### config.mk
export PLATFORM = sky130hd
export DESIGN_NAME = fixed_p_std_seq_div
export DESIGN_NICKNAME = d
export VERILOG_FILES = /design/src/rtl/fixed_p_div_step.sv /design/src/rtl/fixed_p_std_seq_div.sv
export SDC_FILE = /design/constraint.sdc
export NUM_CORES = 1
export LEC_CHECK = 0
export BUFFER_PORTS_ARGS = -buffer_cell sky130_fd_sc_hd__buf_2
export CORE_ASPECT_RATIO = 1.5
export CORE_MARGIN = 3
export CORE_UTILIZATION = 55
export DETAILED_ROUTE_END_ITERATION = 7
export GPL_TIMING_DRIVEN = 0
export MAX_ROUTING_LAYER = met4
export PLACE_DENSITY_LB_ADDON = 0.3
export SLEW_MARGIN = 0
export SYNTH_ARGS = -nofsm -noshare
export SYNTH_HDL_FRONTEND = slang
export SYNTH_SLANG_ARGS = --single-unit
### constraint.sdc
create_clock -name clk -period 3.5 [get_ports clk]
set_clock_uncertainty 0.2 [all_clocks]
set_input_delay 0 -clock clk [delete_from_list [all_inputs] [get_ports clk]]
set_output_delay 0 -clock clk [all_outputs]
set_load 0.01 [all_outputs]
### src/rtl/fixed_p_div_step.sv
// One restoring-division step: shift the next dividend bit into the
// partial remainder, then subtract the divisor if it fits.
module fixed_p_div_step #(
  parameter int width = 32
) (
  input  logic [width:0]   rem_in,
  input  logic             bit_in,
  input  logic [width-1:0] div,
  output logic [width:0]   rem_out,
  output logic             q_bit
);

  logic [width:0] shifted;
  logic [width:0] div_ext;
  logic [width:0] diff;
  logic           ge;

  // The remainder stays below the divisor between steps, so the shifted
  // value always fits in width+1 bits. A set top bit on rem_in could only
  // mean the shifted value is certainly >= divisor, so it forces the subtract.
  always_comb begin
    shifted = {rem_in[width-1:0], bit_in};
    div_ext = {1'b0, div};
    diff    = shifted - div_ext;
    ge      = rem_in[width] | (shifted >= div_ext);
    q_bit   = ge;
    rem_out = ge ? diff : shifted;
  end

endmodule

### src/rtl/fixed_p_std_seq_div.sv
// Sequential unsigned fixed-point divider. The dividend is pre-scaled by
// 2^fract_width and divided by restoring division, one quotient bit per
// BUSY cycle, MSB first. Results are registered and held until the next
// operation completes.
module fixed_p_std_seq_div #(
  parameter int width       = 32,
  parameter int int_width   = 8,
  parameter int fract_width = 24
) (
  input  logic             clk,
  input  logic             reset,
  input  logic             go,
  input  logic [width-1:0] left,
  input  logic [width-1:0] right,
  output logic [width-1:0] out_quotient,
  output logic [width-1:0] out_remainder,
  output logic             done
);

  // Number of iterations = bit width of the scaled dividend.
  localparam int N  = width + fract_width;
  localparam int CW = $clog2(N + 1);

  typedef enum logic [1:0] {IDLE, BUSY, DONE} state_t;

  generate
    if (int_width + fract_width != width) begin : g_bad_format
      $error("fixed_p_std_seq_div: int_width + fract_width must equal width");
    end
  endgenerate

  state_t           state_q, state_d;
  logic [CW-1:0]    cnt_q, cnt_d;
  logic [N-1:0]     dvd_q, dvd_d;      // scaled dividend, shifted out MSB first
  logic [width-1:0] lft_q, lft_d;      // latched dividend (divide-by-zero result)
  logic [width-1:0] rgt_q, rgt_d;      // latched divisor
  logic [width:0]   rem_q, rem_d;      // partial remainder
  logic [width-1:0] quo_q, quo_d;      // quotient bits; only the low width are kept
  logic [width-1:0] oq_q, oq_d;
  logic [width-1:0] or_q, or_d;
  logic             done_q, done_d;

  logic [width:0]   step_rem;
  logic             step_q;
  logic [width-1:0] quo_next;

  fixed_p_div_step #(.width(width)) u_step (
    .rem_in  (rem_q),
    .bit_in  (dvd_q[N-1]),
    .div     (rgt_q),
    .rem_out (step_rem),
    .q_bit   (step_q)
  );

  // Shifting into a width-bit register drops the high quotient bits, which
  // is exactly the wrap-around behaviour on overflow.
  assign quo_next = {quo_q[width-2:0], step_q};

  // Next-state, datapath and output-register updates.
  always_comb begin
    state_d = state_q;
    cnt_d   = cnt_q;
    dvd_d   = dvd_q;
    lft_d   = lft_q;
    rgt_d   = rgt_q;
    rem_d   = rem_q;
    quo_d   = quo_q;
    oq_d    = oq_q;
    or_d    = or_q;
    done_d  = 1'b0;
    unique case (state_q)
      IDLE: begin
        if (go) begin
          state_d = BUSY;
          lft_d   = left;
          rgt_d   = right;
          dvd_d   = {left, {fract_width{1'b0}}};
          cnt_d   = '0;
          rem_d   = '0;
          quo_d   = '0;
        end
      end
      BUSY: begin
        rem_d = step_rem;
        quo_d = quo_next;
        dvd_d = dvd_q << 1;
        cnt_d = cnt_q + CW'(1);
        if (cnt_q == CW'(N - 1)) begin
          state_d = DONE;
          done_d  = 1'b1;
          if (rgt_q == '0) begin
            oq_d = '1;
            or_d = lft_q;
          end else begin
            oq_d = quo_next;
            or_d = step_rem[width-1:0];
          end
        end
      end
      DONE: begin
        state_d = IDLE;
      end
      default: state_d = IDLE;
    endcase
  end

  // State and datapath registers; reset aborts any operation in flight.
  always_ff @(posedge clk or negedge reset) begin
    if (!reset) begin
      state_q <= IDLE;
      cnt_q   <= '0;
      dvd_q   <= '0;
      lft_q   <= '0;
      rgt_q   <= '0;
      rem_q   <= '0;
      quo_q   <= '0;
      oq_q    <= '0;
      or_q    <= '0;
      done_q  <= 1'b0;
    end else begin
      state_q <= state_d;
      cnt_q   <= cnt_d;
      dvd_q   <= dvd_d;
      lft_q   <= lft_d;
      rgt_q   <= rgt_d;
      rem_q   <= rem_d;
      quo_q   <= quo_d;
      oq_q    <= oq_d;
      or_q    <= or_d;
      done_q  <= done_d;
    end
  end

  assign out_quotient  = oq_q;
  assign out_remainder = or_q;
  assign done          = done_q;

endmodule

# Yosys cells after proc, flatten, opt, wreduce, memory -nomap -nowiden
# Index checks and enable logic that the tools add are counted.
# word_totals
input_bits	67
wordCells	41
output_inout_bits	65
ff_bits	257
# classes
n_lt_le_gt_ge	1
eq_ne	4
addsub	2
mux	16
n_bitwise	1
reduce_logical	7
# op_table
operator	n
$pmux 56 s2	1
$mux 33	2
$pmux 33 s2	1
$mux 32	2
$pmux 31 s2	1
$mux 56	1
$ge 33x32->1	1
$sub 33x32->33	1
$logic_not 32->1	1
$mux 31	1
$pmux 6 s2	1
$reduce_and 2->1	4
$add 6x1->6 const B	1
$eq 6x6->1 const B	1
$mux 6	1
$mux 2	2
$ne 2x2->1 const B	2
$pmux 2 s2	1
$eq 2x1->1 const B	1
$logic_not 2->1	1
$mux 1	2
$reduce_bool 2->1	1
$or 1x1->1	1

# Longest topological paths before layout
# depth
depth_word	4
ltp_mapped	13
depth_no_buf	12

# Modules after synthesis
# Synthesis repeated with hierarchy kept, for this count alone.
# unflattened
hier_cells	1279
hier_area_um2	11654.9
# modules_own_cells
module	area_each_um2	cells_per_inst	seq_area_each_um2	n_inst
fixed_p_std_seq_div	9392.8	937	5830.6	1
fixed_p_div_step	2262.2	342	0.0	1

# Worst setup path after synthesis
# No wires, ideal clock.
# synth_path
kind	register -> register
startpoint	reg dvd_q[55]
endpoint	reg or_q[18] (netlist: out_remainder[18])
t_arrival_ns	2.653
slack_ns	0.521
setup_ns	0.126
synth_period_minus_slack_ns	2.979
path_stages_with_launch	13
path_cell_list	dfrtp_1 inv_1 ha_1 inv_1 fa_1 a21o_1 a41oi_1 a21o_1 a31o_2 a211oi_1 or4_1 a211oi_1 o21ai_1
# synth_via
elab_chain_cells	4
elab_cells_between_ends	5
cone_classes	add/sub: 1; order compare: 1; mux: 2; bitwise: 1
# synth_lines
item	line_no	source
from (decl)	fixed_p_std_seq_div.sv:34	logic [N-1:0] dvd_q, dvd_d;
from (signal assigned)	fixed_p_std_seq_div.sv:123	dvd_q <= dvd_d;
$ge 33x32->1	fixed_p_div_step.sv:25	ge = rem_in[width] | (shifted >= div_ext);
$or 1x1->1	fixed_p_div_step.sv:25	
$mux 33 *	fixed_p_div_step.sv:27	rem_out = ge ? diff : shifted;
$mux 32 *	fixed_p_std_seq_div.sv:91	if (rgt_q == '0) begin
to (signal assigned)	fixed_p_std_seq_div.sv:129	or_q <= or_d;
to (decl)	fixed_p_std_seq_div.sv:40	logic [width-1:0] or_q, or_d;
# Every way passes the cells marked *; elsewhere a longest branch is shown, timed or not.
# A chain may end at the register's enable or synchronous reset.

# Worst setup path in the final report
# layout_path
startpoint	reg rem_q[24]
endpoint	reg or_q[9] (netlist: out_remainder[9])
# layout_via
elab_chain_cells	4
# layout_lines
item	line_no	source
from (decl)	fixed_p_std_seq_div.sv:37	logic [width:0] rem_q, rem_d;
from (signal assigned)	fixed_p_std_seq_div.sv:126	rem_q <= rem_d;
$ge 33x32->1	fixed_p_div_step.sv:25	
$or 1x1->1	fixed_p_div_step.sv:25	
$mux 33	fixed_p_div_step.sv:27	
$mux 32	fixed_p_std_seq_div.sv:91	
# Every way passes these cells.

==> results.md <==
* Status: completed
* Worst skew pair latency at 0.52 ns
* Final Hold Vio Count at 0
* Yosys Warn Count at 0
* IO Pins at 132
* GR Util All Layers at 30.9%
* Remaining DRCs at 0
* Ant diodes at 0
* Final instance area at 14200 um2
* Synth top area share at 50.0%
* CTS tree: yes
* GP Congestion at 0.951
* Critical path's slowest cell: dfrtp_1
* Number of global-route vias before repair at 10.9k
* Global route total overflow at 0
* Crit path kind: flop to flop
* Drt pass-1 iters at 5
* Cell variety after synth at 66
* Max-cap viol count at 0
* Via-per-instance ratio at 5.89
* Die X-Extent at 125 um
* Die ar. at 23000 um2
* Post-layout util at 68.9%
* Clock-pin slew on the worst setup and hold paths at 0.07 ns
* Worst Tran Pin Value at 0.744 ns
* Initial core utilization at 56.5%
* Fmax achieved at 295 MHz
* Worst path cell trace: ha_1 > buf_2 > and4_4 > nand3_4 > nand3b_1 > a311oi_4 > a21o_1 > buf_6 > buf_12 > mux2i_1 > o21ai_1
* Initial antenna violation count at 0
* Seq/Total Area, Yosys at 50.0%
* Asr flop ratio synth at 100%
* Syn avg cell area at 8.78 um2
* Final setup fails at 0
* Top_reg_cell synth: dfrtp_1
* Syn Nets at 1430
* Antenna-violating nets left at 0
* Total routed wirelength at 34700 um
* EDFF count, synth at 0
* Startpoint types: flop
* Top cell type by total area after synthesis: dfrtp_1
* Post-route minimum period at 3.39 ns
* Top cells by count, synth: nand2_1, dfrtp_1, o21ai_0, a21oi_1, clkbuf_1
* Core ar. at 20700 um2
* Top-count cell post-synth: nand2_1
* Max Transition Viols Final at 0
* Cell Pwr Density at 371 nW/um2
* Worst hold-check path type: input pin to flop
* CTS Buf Count at 22
* Clk buf depth at 3
* Relative slew slack at 50.4%
* Port Buffers at 131
* CP max FO at 10
* Final period util at 96.7%
* First-pass GRT wire length at 55700 um
* Overall power at 5.28 mW
* Post-Syn Area at 11700 um2
* Worst VDD drop at 404 uV
* Required @ worst endpoint at 3.70 ns
* H-tree levels at 1
* Ranking of synthesized cells by area: dfrtp_1, nand2_1, o21ai_0, ha_1, a21oi_1
* DPL Wire Length at 24500 um
* Total placed instance area at 12700 um2
* Worst path max stage delay at 0.48 ns
* Die H at 184 um
* Seq cells post-synth at 233
* Sink Count at 233
* Leak at 7.13 nW
* Gate Count Post-Synth at 1329
* Area growth syn-to-layout at 21.9%
* DR WL/cell at 18.9 um
* Crit path DAT at 3.58 ns
* Site Rows at 64
* Starting DRT DRC Count at 699
* Critical path capture point type: flop
* Share of layout cells above drive strength 1 at 13.6%
* Fillers at 1621
* Vias at 10.8k
* CTS root buf: clkbuf_16
* Final net count at 1662
* Largest net degree at the start of global routing at 119
## routing by layer
layer | part of all wire [%] | track usage (%)
met1 | 37 | 34.7
met2 | 52 | 54.7
met3 | 5.7 | 3.80
met4 | 5.7 | 15.5
met5 | 0 | -
## cell type report
type                    count  area (um2)  share of cell area, %
flip-flops and latches    233        5830                   41.0
multi-input cells         970        5380                   37.8
repair buffers            208        1440                   10.1
clock buffers              31         604                   4.25
plain buffers              81         364                   2.56
well taps                 264         330                   2.32
inverters                  45         169                   1.19
clock inverters             9         111                  0.783
## worst paths after layout
| check | end | slack (ns) | cells past startpoint | from |
|---|---|---|---|---|
| setup / recovery | out_remainder[9] | 0.11 | 11 | rem_q[24] |
| hold / removal | rgt_q[16] | 0.03 | 4 | right[16] |
| setup reg to reg | out_remainder[9] | 0.11 | 11 | rem_q[24] |
| hold reg to reg | out_quotient[25] | 0.26 | 2 | out_quotient[25] |
| max in group asynchronous | dvd_q[32] | 1.65 | 4 | reset |
| min in group asynchronous | rgt_q[4] | 0.44 | 3 | reset |
## state kept, by name, summed over array words and instances (netlist names), 6 cells and up
name	count
quo_q	31
lft_q	32
rem_q	33
out_remainder	32
out_quotient	32
dvd_q	32
cnt_q	6
rgt_q	32
## timing repair
item | in CTS | in global routing
setup endpoints to repair | 1 | 47
hold buffers | 67 | 0
pin swaps | 0 | 3
endpoints found under the hold margin | 211 | 0
setup buffers | 0 | 9
resized for setup | 1 | 14
## layout by cell type (no fill, tap or decap), types with 3 or more instances in the layout
cell type,instances
nand2b_1,5
dlygate4sd3_1,66
buf_2,133
inv_1,45
o211ai_1,3
clkbuf_16,22
xnor2_1,13
o21bai_1,5
buf_1,3
clkinv_2,4
mux2i_1,19
o31ai_1,4
a21o_1,12
a32oi_1,4
a21oi_2,3
a31o_2,3
and3_1,29
nand3_1,47
nand2_1,340
buf_12,3
nor2_1,52
dfrtp_1,233
nor4_1,10
buf_4,13
clkbuf_1,74
a21oi_1,75
a31oi_1,4
or3_1,7
nor3_1,20
o21ai_0,124
o21ai_1,41
nor2b_1,6
xor2_1,9
a211oi_1,9
and2_1,5
nand4_1,16
ha_1,33
a22oi_1,30
mux2i_2,5
## metrics by stage
| step | std cells | TNS [ns] | setup slack (ns) | hold WS, ns |
|---|---|---|---|---|
| floorplan | 1329 | 0 | 0.521 | -0.496 |
| global placement | 1724 | -419.64 | -1.83 | 0.00331 |
| detailed placement | 1725 | -0.00295 | -0.00295 | -0.0586 |
| CTS | 1832 | 0 | 0.000276 | 0.00468 |
| global route | 1841 | -0.0308 | -0.0142 | 0.0444 |
| finish | 1841 | 0 | 0.115 | 0.0304 |
## worst max-delay path: cells and delay by family (launching register included)
kind	cells	cell delay [ns]
flops	1	0.48
buf+inv	3	0.49
compound gates	3	0.75
mux	1	0.37
fa+ha+maj	1	0.31
simple gates	3	0.64
## cells by family (layout without fill, tap and decap cells)
group	count (synthesis)	after routing	synth area share (%)
mux	26	26	2.24
xor+xnor	22	22	1.65
buf+inv	126	374	4.57
simple gates	550	550	20.8
compound gates	338	338	17.1
flops	233	233	50.0
fa+ha+maj	34	34	3.71
## where the power goes
group | switching, mW | internal, mW | leakage [nW]
Clock | 1.06 | 1.36 | 0.345
Combinational | 0.0842 | 0.0813 | 3.79
Sequential | 0 | 2.69 | 2.99
Total | 1.15 | 4.14 | 7.13
Power figures use the tool's default switching activity.
